## config.mk

```make
export PLATFORM = sky130hd
export DESIGN_NAME = spi_buffer_arbiter
export DESIGN_NICKNAME = d
export VERILOG_FILES = /design/src/rtl/spi_buffer_arbiter.sv
export SDC_FILE = /design/constraint.sdc
export NUM_CORES = 1
export LEC_CHECK = 0
export ABC_AREA = 0
export BUFFER_PORTS_ARGS = -buffer_cell sky130_fd_sc_hd__buf_2
export CAP_MARGIN = 20
export CELL_PAD_IN_SITES_DETAIL_PLACEMENT = 1
export CELL_PAD_IN_SITES_GLOBAL_PLACEMENT = 1
export CORE_MARGIN = 5
export CORE_UTILIZATION = 32
export DETAILED_ROUTE_END_ITERATION = 10
export GPL_TIMING_DRIVEN = 0
export PLACE_DENSITY = 0.82
export SYNTH_ARGS = -nofsm -noshare
export SYNTH_HDL_FRONTEND = slang
export SYNTH_SLANG_ARGS = --single-unit
export TNS_END_PERCENT = 100
```

## constraint.sdc

```tcl
create_clock -name i_SCK -period 2.44 [get_ports i_SCK]
set_input_delay 0.122 -clock i_SCK [delete_from_list [all_inputs] [get_ports i_SCK]]
set_output_delay 0.122 -clock i_SCK [all_outputs]
set_load 0.005 [all_outputs]
```

## src/rtl/spi_buffer_arbiter.sv

```systemverilog
// Round-robin arbiter that shares one Nbit_MOSI_SPI_Buffer_Combined between two
// packet requesters and chains queued packets back-to-back with no idle gap.
//
// Ports:
//   i_SCK, i_RST               clock (rising edge) and synchronous active-high reset
//   i_REQx/i_DATAx/i_DCx/i_Nx  requester x packet request, bytes, D/C bits, byte count
//   o_GNTx/o_DONEx             one-cycle pulses: packet latched / packet fully shifted
//   o_START/o_DATA/o_DC/o_N_transmit  drive the buffer's inputs
//   i_FINAL_BYTE               buffer's o_MOSI_FINAL_BYTE (rising edge = packet complete)
//   o_BUSY/o_OWNER             a packet is owned / index of its requester
//   o_PKT_COUNT                completed packets, saturating
module spi_buffer_arbiter #(
  parameter int unsigned WIDTH = 8,
  parameter int unsigned N     = 8
) (
  input  logic               i_SCK,
  input  logic               i_RST,
  input  logic               i_REQ0,
  input  logic [WIDTH*N-1:0] i_DATA0,
  input  logic [N-1:0]       i_DC0,
  input  logic [4:0]         i_N0,
  output logic               o_GNT0,
  output logic               o_DONE0,
  input  logic               i_REQ1,
  input  logic [WIDTH*N-1:0] i_DATA1,
  input  logic [N-1:0]       i_DC1,
  input  logic [4:0]         i_N1,
  output logic               o_GNT1,
  output logic               o_DONE1,
  output logic               o_START,
  output logic [WIDTH*N-1:0] o_DATA,
  output logic [N-1:0]       o_DC,
  output logic [4:0]         o_N_transmit,
  input  logic               i_FINAL_BYTE,
  output logic               o_BUSY,
  output logic               o_OWNER,
  output logic [15:0]        o_PKT_COUNT
);

  typedef enum logic {StIdle, StXfer} state_e;

  state_e             state_q, state_d;
  logic               prio_q, prio_d;    // requester that wins a tie
  logic               final_q;
  logic               owner_q, owner_d;
  logic [1:0]         gnt_q, gnt_d;
  logic [1:0]         done_q, done_d;
  logic [15:0]        count_q, count_d;
  logic [WIDTH*N-1:0] data_q, data_d;
  logic [N-1:0]       dc_q, dc_d;
  logic [4:0]         n_q, n_d;

  logic       fin_rise;
  logic       decide;
  logic       win;
  logic [1:0] vld;
  logic [1:0] nul;
  logic [4:0] n_eff0, n_eff1;

  always_comb begin
    fin_rise = i_FINAL_BYTE & ~final_q;
    n_eff0   = (i_N0 > 5'(N)) ? 5'(N) : i_N0;
    n_eff1   = (i_N1 > 5'(N)) ? 5'(N) : i_N1;
    vld      = {i_REQ1 & (i_N1 != 5'd0), i_REQ0 & (i_N0 != 5'd0)};
    nul      = {i_REQ1 & (i_N1 == 5'd0), i_REQ0 & (i_N0 == 5'd0)};
    // Decision points: every cycle while idle, or the completion edge of the current packet.
    decide   = (state_q == StIdle) | fin_rise;
    win      = (vld == 2'b11) ? prio_q : vld[1];

    state_d = state_q;
    prio_d  = prio_q;
    owner_d = owner_q;
    gnt_d   = 2'b00;
    done_d  = 2'b00;
    count_d = count_q;
    data_d  = data_q;
    dc_d    = dc_q;
    n_d     = n_q;

    if ((state_q == StXfer) && fin_rise) begin
      done_d[owner_q] = 1'b1;
      count_d         = (count_q == 16'hFFFF) ? count_q : count_q + 16'd1;
      state_d         = StIdle;
    end

    if (decide) begin
      // Null packets retire immediately and never touch the pointer or the buffer.
      gnt_d  = gnt_d | nul;
      done_d = done_d | nul;
      if (vld != 2'b00) begin
        gnt_d[win] = 1'b1;
        owner_d    = win;
        prio_d     = ~win;
        state_d    = StXfer;
        if (win) begin
          data_d = i_DATA1;
          dc_d   = i_DC1;
          n_d    = n_eff1;
        end else begin
          data_d = i_DATA0;
          dc_d   = i_DC0;
          n_d    = n_eff0;
        end
      end
    end
  end

  always_ff @(posedge i_SCK) begin
    if (i_RST) begin
      state_q <= StIdle;
      prio_q  <= 1'b0;
      final_q <= 1'b0;
      owner_q <= 1'b0;
      gnt_q   <= 2'b00;
      done_q  <= 2'b00;
      count_q <= 16'd0;
      data_q  <= '0;
      dc_q    <= '0;
      n_q     <= 5'd0;
    end else begin
      state_q <= state_d;
      prio_q  <= prio_d;
      final_q <= i_FINAL_BYTE;
      owner_q <= owner_d;
      gnt_q   <= gnt_d;
      done_q  <= done_d;
      count_q <= count_d;
      data_q  <= data_d;
      dc_q    <= dc_d;
      n_q     <= n_d;
    end
  end

  assign o_START      = (state_q == StXfer);
  assign o_BUSY       = (state_q == StXfer);
  assign o_OWNER      = owner_q;
  assign o_GNT0       = gnt_q[0];
  assign o_GNT1       = gnt_q[1];
  assign o_DONE0      = done_q[0];
  assign o_DONE1      = done_q[1];
  assign o_PKT_COUNT  = count_q;
  assign o_DATA       = data_q;
  assign o_DC         = dc_q;
  assign o_N_transmit = n_q;

endmodule
```

==> flow_summary.yaml, run 1 <==
yosys:
  synth_seq_cells: 101
  synth_most_common_cell: "dfxtp_1"
  synth_common_cells: "dfxtp_1, inv_1, a2111oi_0, a221o_1, clkbuf_1"
  synthArstFlopShare_pct: 0
  synth_edf_count: 0
  synthTopCellsByArea: "dfxtp_1, a221o_1, a2111oi_0"
  yosysWarnings: 0
  ys_seq_area_share_pct: 42.6
  ys_types: 45
  synth_top_cell_area_share_pct: 42.6
  yosysTopAreaCell: "dfxtp_1"
  netlist_area_um2: 4750
  synthCells: 508
  synthFlopType: "dfxtp_1"
  syn_avg_cell_area_um2: 9.34
  synth.net_count: 668
critical_path:
  reg2reg_from: "o_BUSY"
  required_ns: 2.73
  slowest_delay_ns: 0.62
  crit_arrival_ns: 2.64
  start_kind: "register"
  crit_slowest_cell: "a2111oi_0"
  cp-startpoint: "o_BUSY"
  path_buf_inv: 3
  crit_fanout: 10
  path_cells: "inv_1 -> o221a_2 -> clkbuf_2 -> clkbuf_1 -> a2111oi_0 -> a221o_1"
  end_kind: "register"
  path_delay_family: "compound AO/OA/AOI/OAI gates"
  path_class: "reg2reg"
clock_network:
  cts.sinks: 101
  clockRootBuffer: "clkbuf_16"
  post-cts-setup-buffers: 0
  clk_pin_slew_ns: 0.07
  clock_latency_ns: 0.35
  ctsLongestPathBuffers: 2
  cts_made_buffers: 9
  htree_num_levels: 3
  cts_tree: "yes"
timing:
  fin_tns_setup_ns: 0
  fin_worst_skew_ns: 0.00833
  finalSetupViolCount: 0
  min_period_ns: 2.35
  maxSlewViolCount: 0
  grt_setup_unrepaired: "false"
  tightest_slew_ns: 0.699
  slew_headroom_pct: 52.9
  min_period_over_period_pct: 96.3
  hold_viol_final: 0
  max_freq_mhz: 425
  layout_setup_ws_ns: 0.0896
job:
  maxCapViolCount: 0
detailed_routing:
  wl_per_cell_um: 21.9
  vias_per_cell: 5.69
  drtAntennaViolNets: 0
  dr.pass1.iters: 5
  vias: 6076
  drc: 0
  wirelength_um: 23400
  initialDrtViolationCount: 403
power_and_ir_drop:
  combPwrFrac_pct: 21.2
  peakVddDrop_v: 0.000362
  p_total_mw: 4.25
  p_leak_nw: 3.27
  power_frac_seq_pct: 43.6
  clockPowerShare_pct: 35.1
  intPower_mw: 3.07
  power.share.switching_pct: 27.6
  p_per_area_nw_per_um2: 557
  power.switching_mw: 1.17
grt:
  grt_pass1_wl_um: 36700
  antenna_found_initial: 1
  grt_start_max_net_pins: 15
  grt_pass1_vias: 6803
  grt_overflow_total: 0
  grt.total_usage_pct: 26.0
floorplanning:
  die_width_um: 132
  initial_core_util_pct: 32.7
  die_area_um2: 17400
  coreArea_um2: 14500
  rows: 44
  dieHeight_um: 132
  ioPinCount: 259
placed_design:
  dpl.hpwl_um: 15100
  dp_slack_ns: -0.205
  gp_congestion: 0.838
  numPortBuffers: 256
layout:
  syn_to_final_growth_pct: 60.5
  nFillCells: 1742
  drive_gt1_share_pct: 32.8
  nNetsFinal: 1038
hold_path:
  holdCritStartpoint: "i_DATA0[7]"
  hold_class: "in2reg"
outcome:
  status: "finished clean"
logic make-up (layout without fill, tap and decap cells):
kind of cell               after synthesis  after routing  share of synthesized area (%)
muxes                                    2              2                          0.448
xor gates and xnor gates                 1              1                          0.185
and+or+nand+nor                         70             70                           8.33
buffers and inverters                  132            506                           11.8
adders and majority gates                1              1                          0.264
AOI/OAI and AO/OA                      201            201                           36.3
other                                    0              2                              0
DFF                                    101            101                           42.6
routing by layer:
metal / part of all wire, % / vias up / global-route usage (%)
met5: 0 / - / 0
met2: 51 / 295 / 45.8
met3: 6.4 / 87 / 6.60
met1: 37 / 2931 / 28.3
met4: 5.5 / 0 / 14.8
li1: - / 2763 / -
state kept, by name (all words and copies together), names as in the netlist:
name	count
prio_q	1
o_OWNER	1
done_q	2
o_PKT_COUNT	16
gnt_q	2
o_DATA	64
final_q	1
o_N_transmit	5
o_DC	8
o_BUSY	1
metrics by stage:
| stage | std cells | util (%) | hold WS [ns] | instance area [µm²] |
|---|---|---|---|---|
| global placement | 948 | 43.1 | 0.344 | 6260 |
| CTS | 1066 | 52.2 | 0.000631 | 7590 |
| detailed placement | 948 | 43.1 | 0.351 | 6260 |
| floorplan | 508 | - | 0.250 | 4750 |
| finish | 1068 | 52.4 | 0.0101 | 7620 |
| global route | 1067 | 52.4 | 0.00135 | 7620 |
worst register-to-register path: stages (launching register included):
cell,delay [ns]
dfxtp_1,0.48
inv_1,0.11
o221a_2,0.35
clkbuf_2,0.24
clkbuf_1,0.28
a2111oi_0,0.62
a221o_1,0.21
cell type report:
class                   count  area [µm²]  area share (%)
repair buffers            359        2310            30.3
flip-flops and latches    101        2020            26.5
multi-input cells         275        2190            28.8
diodes                      2        5.00          0.0657
well taps                 184         230            3.02
clock buffers              14         264            3.47
clock inverters             1        30.0           0.394
plain buffers              55         275            3.61
inverters                  77         289            3.79
power by group through the flow:
stage	Sequential, mW	Combinational (mW)	Clock (mW)
after detailed placement	1.88	0.723	0
after floorplan	1.89	0.324	0
after CTS	1.85	0.861	1.52
after global routing	1.87	0.971	1.59
after global placement	1.88	0.695	0
final	1.85	0.901	1.49
timing repair:
item	CTS	global route
gates cloned	0	0
setup endpoints to repair	6	30
hold buffers	103	0
hold endpoints to repair	59	0
resized for setup	1	11
pin swaps	0	0
final timing paths:
path                          end  slack (ns)  cells past startpoint
setup / recovery       o_DATA[45]        0.09                      6
hold / removal          o_DATA[7]        0.01                      2
setup reg to reg       o_DATA[45]        0.09                      6
hold reg to reg   o_N_transmit[4]        0.46                      2
layout by cell type (no fill, tap or decap), drive strengths merged, types with 2 or more instances in the layout:
master	Yosys	layout
buf	12	268
dlygate4sd3	0	103
dfxtp	101	101
inv	77	77
a221o	72	72
a2111oi	72	72
clkbuf	43	57
a21oi	17	17
nand4	13	13
o21ai	12	12
nand2	10	10
nor2	10	10
or3	8	8
nand3	7	7
a311oi	5	5
o21a	4	4
o211ai	4	4
nor2b	4	4
a211oi	4	4
nor3	4	4
or4	4	4
and3	3	3
o31ai	3	3
diode	0	2
and4	2	2
nor4	2	2
Note: power is estimated with default switching activity, not from simulation.
==> inputs of run 2 (changes only) <==
--- a/config.mk
+++ b/config.mk
@@ -10,7 +10,7 @@
 export CAP_MARGIN = 20
 export CELL_PAD_IN_SITES_DETAIL_PLACEMENT = 1
 export CELL_PAD_IN_SITES_GLOBAL_PLACEMENT = 1
-export CORE_MARGIN = 5
+export CORE_MARGIN = 4
 export CORE_UTILIZATION = 32
 export DETAILED_ROUTE_END_ITERATION = 10
 export GPL_TIMING_DRIVEN = 0
==> run 2 against run 1 <==
Against the previous run: worst setup slack improved by 0.060 ns; clock-buffer cell count fell by 3; sequential share of layout area fell by 0.60 points; sequential power barely moved; design area rose by 2.3%.
==> flow_summary.yaml, run 2 (synthesis results as in run 1) <==
outcome:
  status: "finished clean"
clock_network:
  cts.sinks: 101
  clock_latency_ns: 0.36
  htree_num_levels: 3
  post-cts-setup-buffers: 0
  cts_made_buffers: 9
  clockRootBuffer: "clkbuf_16"
  ctsLongestPathBuffers: 2
  clk_pin_slew_ns: 0.08
  cts_tree: "yes"
grt:
  grt_pass1_vias: 6624
  antenna_found_initial: 2
  grt_overflow_total: 0
  grt_start_max_net_pins: 17
  grt_pass1_wl_um: 35500
  grt.total_usage_pct: 26.8
floorplanning:
  coreArea_um2: 14500
  ioPinCount: 259
  die_width_um: 130
  dieHeight_um: 130
  die_area_um2: 16800
  initial_core_util_pct: 32.7
  rows: 44
detailed_routing:
  wl_per_cell_um: 21.5
  vias: 6120
  vias_per_cell: 5.63
  drtAntennaViolNets: 0
  dr.pass1.iters: 5
  wirelength_um: 23400
  initialDrtViolationCount: 415
  drc: 0
critical_path:
  cp_common_cell: "buf_2"
  end_kind: "register"
  crit_arrival_ns: 2.59
  path_class: "in2reg"
  slowest_delay_ns: 0.56
  path_cells: "buf_2 -> or4_4 -> o21a_1 -> buf_2 -> clkbuf_1 -> a2111oi_1 -> a221o_1 -> dlygate4sd3_1"
  start_kind: "primary input"
  crit_fanout: 10
  required_ns: 2.74
  ff2ff_setup_slack_ns: 0.16
  crit_slowest_cell: "or4_4"
layout:
  multi_input_area_um2: 2180
  final_cell_mix: "buf_2, dlygate4sd3_1, dfxtp_1"
  utilization_pct: 53.6
  drive_gt1_share_pct: 32.1
  nFillCells: 1755
  nNetsFinal: 1056
  largest_reg_flops: 64
  final_common_cell: "buf_2"
  layout.area.seq_um2: 2020
  syn_to_final_growth_pct: 64.2
timing:
  finalSetupViolCount: 0
  maxSlewViolCount: 0
  hold_ws_ns: 0.00651
  grt_setup_unrepaired: "false"
  hold_viol_final: 0
  fin_tns_setup_ns: 0
  slew_headroom_pct: 43.3
  tightest_slew_ns: 0.829
  max_freq_mhz: 437
  layout_setup_ws_ns: 0.149
  min_period_ns: 2.29
  fin_worst_skew_ns: 0.0120
  min_period_over_period_pct: 93.9
placed_design:
  dp_slack_ns: -0.119
  gp_congestion: 0.871
  dpl.hpwl_um: 14500
  numPortBuffers: 256
hold_path:
  hold_class: "in2reg"
power_and_ir_drop:
  peakVddDrop_v: 0.000359
  p_leak_nw: 3.35
  p_per_area_nw_per_um2: 549
  p_total_mw: 4.28
job:
  maxCapViolCount: 0
run 2: cell count changes in the layout (fill, tap and decap cells not counted), moves of 2 or more:
cell / change
dlygate4sd3_1: +18
clkinv_4: +2
a2111oi_2: -2
a2111oi_0: +2
run 2: per-stage QoR:
| step | cells | area (µm²) |
|---|---|---|
| 2_1_floorplan | 508 | 4750 |
| 3_3_place_gp | 948 | 6260 |
| 3_5_place_dp | 948 | 6260 |
| 4_1_cts | 1085 | 7770 |
| 5_1_grt | 1087 | 7790 |
| 6_report | 1088 | 7800 |
run 2: cell type report:
| type | instances | share of cell area [%] |
|---|---|---|
| clock buffers | 11 | 3.11 |
| multi-input cells | 275 | 27.9 |
| plain buffers | 55 | 3.51 |
| inverters | 77 | 3.71 |
| flip-flops and latches | 101 | 25.9 |
| repair buffers | 377 | 32.0 |
| well taps | 184 | 2.95 |
| clock inverters | 5 | 0.770 |
| diodes | 3 | 0.0963 |
run 2: final timing paths:
check | depth (start not counted) | endpoint | startpoint
setup / recovery | 8 | o_DC[2] | i_N0[4]
hold / removal | 2 | o_DATA[58] | i_DATA1[58]
setup reg to reg | 6 | o_DATA[55] | o_BUSY
hold reg to reg | 2 | o_N_transmit[4] | o_N_transmit[4]
run 2: report_power, final:
group,internal (mW),switching (mW)
logic,0.466,0.453
registers,1.78,0.0840
clock network,0.827,0.677
run 2: critical path, delay by kind of cell:
| kind | cells | cell delay [ns] |
|---|---|---|
| AO/OA/AOI/OAI | 3 | 0.78 |
| buffers and inverters | 4 | 1.12 |
| AND/OR/NAND/NOR | 1 | 0.56 |
run 2: per-layer routing:
layer  up-vias  GRT usage (%)  routed length (µm)
met3        71           6.43                1460
met2       280           47.5               12000
met5         -              0                   0
met1      2972           30.3                8980
met4         0           12.3                 911
li1       2797              -                   -
run 2: timing repair:
item	4_1_cts	5_1_grt
resized for setup	0	6
hold buffers	121	0
endpoints found under the setup margin	0	15
endpoints found under the hold margin	65	0
